==> src/rtl/imem_loader.sv <==
// Boot-time instruction-memory loader: assembles big-endian words from a byte stream.
// Optional opcode screening is enabled with the LOADER_OPCODE_CHECK_EN macro.
module imem_loader #(
   parameter int ADDR_W = 6
) (
   input  logic              clk,
   input  logic              rst_n,
   input  logic              start,
   input  logic              byte_valid,
   input  logic [7:0]        byte_data,
   input  logic              byte_last,
   output logic              byte_ready,
   output logic              imem_we,
   output logic [ADDR_W-1:0] imem_addr,
   output logic [31:0]       imem_wdata,
   output logic              cpu_rst_n,
   output logic              busy,
   output logic              done,
   output logic              err,
   output logic [ADDR_W:0]   word_count
);

   typedef enum logic [2:0] {
      S_IDLE,
      S_RECV,
      S_WRITE,
      S_DONE,
      S_ERROR
   } state_t;

   state_t            state;
   state_t            state_nx;
   logic [31:0]       shift;
   logic [1:0]        byte_idx;
   logic [ADDR_W-1:0] word_ptr;
   logic [ADDR_W:0]   count;
   logic              last_seen;
   logic              accept;
   logic              opcode_ok;
   logic              clear;
   logic              advance;

   assign accept = (state == S_RECV) && byte_valid;

`ifdef LOADER_OPCODE_CHECK_EN
   // Only opcodes the core's control decode understands may be written.
   always_comb begin
      opcode_ok = 1'b0;
      case (shift[31:26])
         6'h00, 6'h08, 6'h04, 6'h02, 6'h23, 6'h2B: opcode_ok = 1'b1;
         default:                                  opcode_ok = 1'b0;
      endcase
   end
`else
   assign opcode_ok = 1'b1;
`endif

   always_comb begin
      state_nx = state;
      clear    = 1'b0;
      advance  = 1'b0;
      case (state)
         S_IDLE, S_DONE, S_ERROR: begin
            if (start) begin
               state_nx = S_RECV;
               clear    = 1'b1;
            end
         end
         S_RECV: begin
            if (accept) begin
               if (byte_idx == 2'd3) begin
                  state_nx = S_WRITE;
               end else if (byte_last) begin
                  state_nx = S_ERROR;
               end
            end
         end
         S_WRITE: begin
            if (!opcode_ok) begin
               state_nx = S_ERROR;
            end else begin
               advance = 1'b1;
               // A final word landing in the top slot still completes the load.
               if (last_seen) begin
                  state_nx = S_DONE;
               end else if (word_ptr == {ADDR_W{1'b1}}) begin
                  state_nx = S_ERROR;
               end else begin
                  state_nx = S_RECV;
               end
            end
         end
         default: state_nx = S_IDLE;
      endcase
   end

   always_ff @(posedge clk) begin
      if (!rst_n) begin
         state     <= S_IDLE;
         shift     <= '0;
         byte_idx  <= '0;
         word_ptr  <= '0;
         count     <= '0;
         last_seen <= 1'b0;
      end else begin
         state <= state_nx;
         if (clear) begin
            byte_idx  <= '0;
            word_ptr  <= '0;
            count     <= '0;
            last_seen <= 1'b0;
         end
         if (accept) begin
            shift    <= {shift[23:0], byte_data};
            byte_idx <= byte_idx + 2'd1;
            if (byte_idx == 2'd3) begin
               last_seen <= byte_last;
            end
         end
         if (advance) begin
            word_ptr <= word_ptr + 1'b1;
            count    <= count + 1'b1;
         end
      end
   end

   assign byte_ready = (state == S_RECV);
   assign imem_we    = (state == S_WRITE) && opcode_ok;
   assign imem_addr  = word_ptr;
   assign imem_wdata = shift;
   assign cpu_rst_n  = (state == S_DONE);
   assign busy       = (state == S_RECV) || (state == S_WRITE);
   assign done       = (state == S_DONE);
   assign err        = (state == S_ERROR);
   assign word_count = count;

endmodule

==> config.mk <==
export PLATFORM = sky130hd
export DESIGN_NAME = imem_loader
export DESIGN_NICKNAME = d
export VERILOG_FILES = /design/src/rtl/imem_loader.sv
export SDC_FILE = /design/constraint.sdc
export NUM_CORES = 1
export LEC_CHECK = 0
export BUFFER_PORTS_ARGS = -buffer_cell sky130_fd_sc_hd__buf_4
export CAP_MARGIN = 10
export CORE_ASPECT_RATIO = 1.75
export CORE_MARGIN = 8
export CORE_UTILIZATION = 48
export CTS_BUF_LIST = sky130_fd_sc_hd__clkbuf_8
export CTS_CLUSTER_DIAMETER = 120
export DETAILED_ROUTE_END_ITERATION = 8
export PLACE_DENSITY_LB_ADDON = 0.15
export SLEW_MARGIN = 0
export SYNTH_ARGS = -nofsm -noshare
export SYNTH_HDL_FRONTEND = slang
export SYNTH_SLANG_ARGS = --single-unit
==> constraint.sdc <==
create_clock -name clk -period 1.65 [get_ports clk]
set_clock_uncertainty 0.15 [all_clocks]
set_input_delay 0.0825 -clock clk [delete_from_list [all_inputs] [get_ports clk]]
set_output_delay 0.0825 -clock clk [all_outputs]
set_load 0.01 [all_outputs]
==> results of run 1 <==
[what timing repair did]
item	CTS	global route
hold buffers	10	0
hold endpoints to repair	11	0
pin swaps	0	5
endpoints found under the setup margin	2	35
gates resized for setup	2	28
gates cloned	0	4
buffers inserted	2	2
[cells in the mapped netlist]
library cell   n  area, um^2
o211ai_1       2        15.0
a22oi_1        1        7.51
and3b_1        3        26.3
or3b_4         1        11.3
nor3b_1        1        7.51
or3_1          1        6.26
buf_4          1        7.51
ha_1           3        37.5
nand4_1        1        6.26
nor3_1         4        20.0
a21boi_1       1        7.51
nand3_1        9        45.0
o211a_1        2        20.0
nor4bb_1       1        10.0
dfxtp_1       51        1020
or2b_1         1        7.51
a21boi_0      34         255
clkbuf_1       6        22.5
a31oi_1        5        31.3
nor4b_1        1        8.76
nand2_1       81         304
o2111a_1       1        11.3
o21a_1         1        7.51
nand3b_1       4        30.0
o21ai_0       15        75.1
nand2_4        1        11.3
o21ai_1        2        10.0
or3b_1         2        17.5
o211ai_2       1        12.5
clkinv_2       1        5.00
a21oi_1        3        15.0
and3_1         1        6.26
buf_2          7        35.0
inv_2          1        3.75
buf_6          4        45.0
clkbuf_8       1        13.8
nor2_1         8        30.0
and2_1         1        6.26
[registers in the layout, indices dropped and copies added, names as in the netlist]
signal      flops
byte_idx        2
imem_wdata     32
last_seen       1
word_count      7
state           3
imem_addr       6
[logic make-up after synthesis]
kind of cell             Yosys count
buffers and inverters             21
AND/OR/NAND/NOR                  121
adder cells (fa/ha/maj)            3
AO/OA/AOI/OAI                     68
flip-flops                        51
[worst max path at each step]
stage / from / end / slack (ns) / depth (start not counted)
CTS: state[0] / state[1] / 0.004 / 5
global placement: state[1] / imem_addr[5] / 0.05 / 5
global route: state[0] / word_count[2] / -0.03 / 5
floorplan: state[0] / imem_addr[2] / 0.06 / 6
detailed placement: state[0] / state[1] / 0.006 / 5
finish: state[1] / imem_we / 0.01 / 4
[layer usage]
metal,wire length [um],up-vias,global-route usage [%]
li1,-,1072,-
met1,2310,977,18.3
met2,3200,63,27.6
met3,348,8,3.29
met4,109,0,6.47
met5,0,-,0
[report_power, final]
part / switching (mW) / internal [mW]
Clock: 0.371 / 0.438
Sequential: 0.0129 / 1.25
Combinational: 0.125 / 0.139
Total: 0.509 / 1.82
[final cells by class]
type / count / area share (%)
Sequential cell: 51 / 32.1
Inverter: 2 / 0.392
Timing Repair Buffer: 101 / 27.3
Multi-Input combinational cell: 192 / 35.0
Tap cell: 51 / 2.00
Clock buffer: 5 / 2.16
Clock inverter: 2 / 1.06
[stage by stage]
stage | util (%) | cell area (um^2)
detailed placement | 64.2 | 2830
global route | 72.4 | 3190
global placement | 64.2 | 2830
finish | 72.4 | 3190
CTS | 69.3 | 3050
floorplan | - | 2210
[layout by cell type, fill, tap and decap left out, types with 3 or more instances in the layout]
| cell | Yosys | layout |
|---|---|---|
| nor2_1 | 8 | 7 |
| nor3_1 | 4 | 3 |
| buf_6 | 4 | 4 |
| dfxtp_1 | 51 | 48 |
| a21boi_0 | 34 | 22 |
| dlygate4sd3_1 | 0 | 10 |
| clkbuf_8 | 1 | 5 |
| dfxtp_2 | 0 | 3 |
| a21boi_1 | 1 | 13 |
| nand3_1 | 9 | 8 |
| and3b_1 | 3 | 3 |
| buf_12 | 0 | 3 |
| o21ai_0 | 15 | 14 |
| o21ai_1 | 2 | 3 |
| buf_4 | 1 | 82 |
| nand2_1 | 81 | 80 |
| a21oi_1 | 3 | 3 |
| nand3b_1 | 4 | 4 |
| a31oi_1 | 5 | 5 |
==> flow_metrics.py, run 1 <==
metrics = {
    "run_status": {
        "run_status": "complete, no violations",
    },
    "timing": {
        "relSlewSlack_pct": 68.7,
        "final-max-slew-violation-count": 0,
        "period_needed_ns": 1.64,
        "setup_repair_after_global_routing_missed_its_margin": "true",
        "post-route-worst-setup-slack_ns": 0.0141,
        "finalHoldViolCount": 0,
        "finalSetupViolations": 0,
        "fmaxAchievable_ghz": 0.611,
        "tns_ns": 0,
        "slew_at_the_pin_closest_to_its_max_slew_limit_ns": 0.469,
        "hold_ws_ns": 0.119,
        "final.period_utilization_pct": 99.1,
    },
    "floorplanning": {
        "design.core.area_mm2": 0.00440,
        "die_height_um": 106,
        "design.die.area_mm2": 0.00713,
        "number_of_top_level_pins": 64,
        "die_w_um": 67.3,
        "floorplan.initialDensity_pct": 50.3,
        "fp-row-count": 32,
    },
    "grt": {
        "number_of_antenna_violations_at_the_first_check_in_global_routing": 0,
        "grt_remaining_overflow": 0,
        "maximum_number_of_pins_on_one_net_before_global_route_repair": 56,
        "grt_pass1_wl_mm": 9.28,
        "globalRouteTotalUtil_pct": 16.0,
        "grt_pass1_vias": 2078,
    },
    "hold_path": {
        "worstHoldPathCells": 2,
        "min_from": "rst_n",
        "hold_path.class": "in -> reg",
        "min_to": "byte_idx[0]",
    },
    "drt": {
        "drt-total-wl_mm": 5.97,
        "route.detailed.wl_per_inst_um": 14.8,
        "number_of_iterations_in_the_first_detailed_routing_pass": 4,
        "ant_nets": 0,
        "vias": 2120,
        "route.detailed.drc": 0,
        "route.detailed.vias_per_inst": 5.25,
        "drtIter0Drc": 116,
    },
    "power_and_ir_drop": {
        "p_leak_nw": 1.33,
        "vdd_drop_max_uv": 686,
        "finalPower_mw": 2.33,
        "power_density_mw_per_mm2": 731,
    },
    "cts": {
        "cts_max_path_buffers": 2,
        "register_clock_pin_slew_on_the_reported_worst_setup_and_hold_paths_ns": 0.08,
        "numCtsBuffers": 5,
        "clock-sinks": 51,
        "cts_max_level": 2,
        "insertion_delay_ns": 0.29,
        "ctsRootBufferMaster": "clkbuf_8",
        "cts_tree": "done",
    },
    "placed_design": {
        "port_buffers": 63,
        "place.gp.congestion": 0.816,
        "place_inst": 379,
        "setup_ws_pre_cts_ns": 0.00602,
        "detailed_place_hpwl_mm": 4.04,
    },
    "logic_synthesis": {
        "ys.warnings.count": 0,
        "synth_top_family_by_area": "simple AND/OR/NAND/NOR gates",
        "synth_area_mm2": 0.00221,
        "synthesized_area_fraction_occupied_by_xor_and_xnor_cells_pct": 0,
        "synth_fa_ha_area_share_pct": 1.70,
        "synth_fp_nets": 280,
        "synth_cells": 264,
        "avgSynthCellArea_um2": 8.38,
        "synth_compound_area_share_pct": 21.1,
        "yosys.cell_types.count": 38,
        "synth.area.mux_share_pct": 0,
        "synth_seq_area_share_pct": 46.1,
        "postSynthRegisterBits": 51,
        "yosys.area_share.simple_pct": 25.0,
    },
    "cells_and_area": {
        "fillerInstances": 355,
        "finish.net_count": 369,
        "proportion_of_layout_cells_with_a_drive_suffix_above_1_pct": 32.3,
        "antenna_cells": 0,
        "layout-area-overhead-vs-synth_pct": 44.1,
        "stdcell_count": 404,
        "area_of_all_sequential_standard_cells_mm2": 0.00102,
        "multi_input_comb_area_mm2": 0.00111,
    },
    "critical_path": {
        "cells_on_worst_reg2reg_path": 6,
        "reg2reg_launch_point": "state[2]",
        "worstPathCellList": "or3b_4, inv_2, buf_12, buf_4",
        "timing_worst_setup_path_type": "reg -> out",
        "worst_setup_path_end_kind": "primary output",
        "path_delay_family": "simple AND/OR/NAND/NOR gates",
        "worst-path-buf-inv": 3,
        "crit_arrival_ns": 1.40,
        "cp_slowest_cell": "or3b_4",
        "cp_max_fo": 8,
        "reg_to_reg_end": "byte_idx[0]",
        "critical_path.startpoint_type": "flip-flop",
        "r2r_setup_slack_ns": 0.02,
        "timing.critical_path.required_ns": 1.42,
        "timing.critical_path.slowest_cell_delay_ns": 0.41,
    },
    "job": {
        "max_cap_viols": 0,
    },
}
Power figures use the tool's default switching activity.
==> run 2: changes to the inputs <==
--- a/config.mk
+++ b/config.mk
@@ -7,7 +7,7 @@
 export LEC_CHECK = 0
 export BUFFER_PORTS_ARGS = -buffer_cell sky130_fd_sc_hd__buf_4
 export CAP_MARGIN = 10
-export CORE_ASPECT_RATIO = 1.75
+export CORE_ASPECT_RATIO = 1.4
 export CORE_MARGIN = 8
 export CORE_UTILIZATION = 48
 export CTS_BUF_LIST = sky130_fd_sc_hd__clkbuf_8
==> flow_metrics.py, run 2 (synthesis results as in run 1) <==
metrics = {
    "floorplanning": {
        "number_of_top_level_pins": 64,
        "design.die.area_mm2": 0.00707,
        "floorplan.initialDensity_pct": 49.2,
        "die_height_um": 96.3,
        "design.core.area_mm2": 0.00450,
        "die_w_um": 73.4,
        "fp-row-count": 29,
    },
    "cells_and_area": {
        "layout-area-overhead-vs-synth_pct": 46.7,
        "final_common_cell": "buf_4",
        "area_of_all_sequential_standard_cells_mm2": 0.00102,
        "fillerInstances": 378,
        "multi_input_comb_area_mm2": 0.00113,
        "stdcell_count": 419,
        "largest_register_ff_count": 32,
        "antenna_cells": 0,
        "finish.net_count": 372,
        "mostFrequentLayoutCells": "buf_4 (83), nand2_1 (80), dfxtp_1 (49), a21boi_0 (32), o21ai_0 (13)",
        "proportion_of_layout_cells_with_a_drive_suffix_above_1_pct": 33.1,
    },
    "critical_path": {
        "reg_to_reg_end": "imem_wdata[18]",
        "cells_on_worst_reg2reg_path": 7,
        "worst_setup_path_end_kind": "flip-flop",
        "r2r_setup_slack_ns": 0.02,
        "timing_worst_setup_path_type": "reg -> reg",
        "reg2reg_launch_point": "state[2]",
        "cp_max_fo": 16,
        "timing.critical_path.required_ns": 1.70,
        "critical_path.startpoint_type": "flip-flop",
        "crit_arrival_ns": 1.68,
    },
    "timing": {
        "final-max-slew-violation-count": 0,
        "fmaxAchievable_ghz": 0.614,
        "period_needed_ns": 1.63,
        "relSlewSlack_pct": 74.6,
        "finalHoldViolCount": 0,
        "final.period_utilization_pct": 98.6,
        "finalSetupViolations": 0,
        "slew_at_the_pin_closest_to_its_max_slew_limit_ns": 0.382,
        "setup_repair_after_global_routing_missed_its_margin": "true",
        "post-route-worst-setup-slack_ns": 0.0225,
        "tns_ns": 0,
        "hold_ws_ns": 0.0560,
    },
    "drt": {
        "number_of_iterations_in_the_first_detailed_routing_pass": 4,
        "vias": 2171,
        "route.detailed.vias_per_inst": 5.18,
        "route.detailed.drc": 0,
        "drtIter0Drc": 111,
        "ant_nets": 0,
        "route.detailed.wl_per_inst_um": 14.8,
        "drt-total-wl_mm": 6.21,
    },
    "power_and_ir_drop": {
        "vdd_drop_max_uv": 690,
        "power_density_mw_per_mm2": 742,
        "p_leak_nw": 1.35,
    },
    "placed_design": {
        "setup_ws_pre_cts_ns": 0.00274,
        "port_buffers": 63,
        "place_inst": 385,
        "place.gp.congestion": 0.815,
        "detailed_place_hpwl_mm": 3.75,
    },
    "cts": {
        "ctsRootBufferMaster": "clkbuf_8",
        "cts_tree": "done",
        "cts_max_level": 2,
        "numCtsBuffers": 5,
        "cts_max_path_buffers": 2,
        "insertion_delay_ns": 0.31,
        "clock-sinks": 51,
        "register_clock_pin_slew_on_the_reported_worst_setup_and_hold_paths_ns": 0.10,
    },
    "hold_path": {
        "min_from": "rst_n",
        "hold_path.class": "in -> reg",
        "min_to": "word_count[6]",
        "worstHoldPathCells": 2,
    },
    "grt": {
        "grt_remaining_overflow": 0,
        "grt_pass1_vias": 1943,
        "number_of_antenna_violations_at_the_first_check_in_global_routing": 0,
        "globalRouteTotalUtil_pct": 15.9,
        "maximum_number_of_pins_on_one_net_before_global_route_repair": 45,
        "grt_pass1_wl_mm": 8.92,
    },
    "run_status": {
        "run_status": "complete, no violations",
    },
    "job": {
        "max_cap_viols": 0,
    },
}
[run 2: changes by cell type in the layout (fill, tap and decap cells not counted), sizes merged]
cell / delta
buf: +1
clkinv: +1
dlygate4sd3: +1
o211ai: +1
[run 2: worst max path at each step]
stage	start	end	cells past startpoint
6_report	state[2]	imem_wdata[18]	7
2_1_floorplan	state[0]	imem_addr[2]	6
5_1_grt	state[2]	byte_idx[0]	6
3_5_place_dp	state[1]	imem_addr[5]	5
4_1_cts	state[1]	imem_we	3
3_3_place_gp	state[1]	imem_addr[5]	5
[run 2: timing repair]
action / 4_1_cts / 5_1_grt
endpoints found under the setup margin: 7 / 31
buffers inserted: 0 / 12
gates resized for setup: 3 / 20
pin swaps: 0 / 6
hold buffers: 11 / 0
gates cloned: 0 / 4
hold endpoints to repair: 12 / 0
[run 2: where the power goes]
| part | leakage [nW] | switching (mW) | internal, mW | total (mW) |
|---|---|---|---|---|
| registers | 0.413 | 0.0128 | 1.25 | 1.26 |
| logic | 0.880 | 0.127 | 0.142 | 0.269 |
| clock network | 0.0581 | 0.430 | 0.452 | 0.882 |
[run 2: critical path, cell delays in order (launching register included)]
cell,delay (ns)
dfxtp_2,0.34
buf_12,0.13
or3b_4,0.41
inv_4,0.09
nand2_4,0.08
clkbuf_16,0.18
nand2_1,0.07
a21boi_0,0.07
[run 2: metal layers]
layer  GRT usage, %  routed length [um]  up-vias  part of all wire [%]
met5              0                   0        -                     0
met4           6.52                  99        0                   1.6
met3           5.01                 368        7                   5.9
met2           27.2                3240       65                    52
met1           17.8                2500     1016                    40
li1               -                   -     1083                     -
[run 2: through the flow]
step / area (um^2) / utilization (%) / total power, mW
after floorplan: 2210 / - / 1.40
after global placement: 2810 / 62.3 / 1.49
after detailed placement: 2810 / 62.3 / 1.50
after CTS: 3030 / 67.3 / 2.39
after global routing: 3250 / 72.2 / 2.50
final: 3250 / 72.2 / 2.41
[run 2: layout make-up]
type                       instances  share of cell area (%)
inverter                           2                   0.539
clock buffer                       5                    2.12
multi-input combinational        193                    34.9
sequential                        51                    31.5
clock inverter                     3                    1.35
timing repair buffer             103                    27.2
tap                               62                    2.39
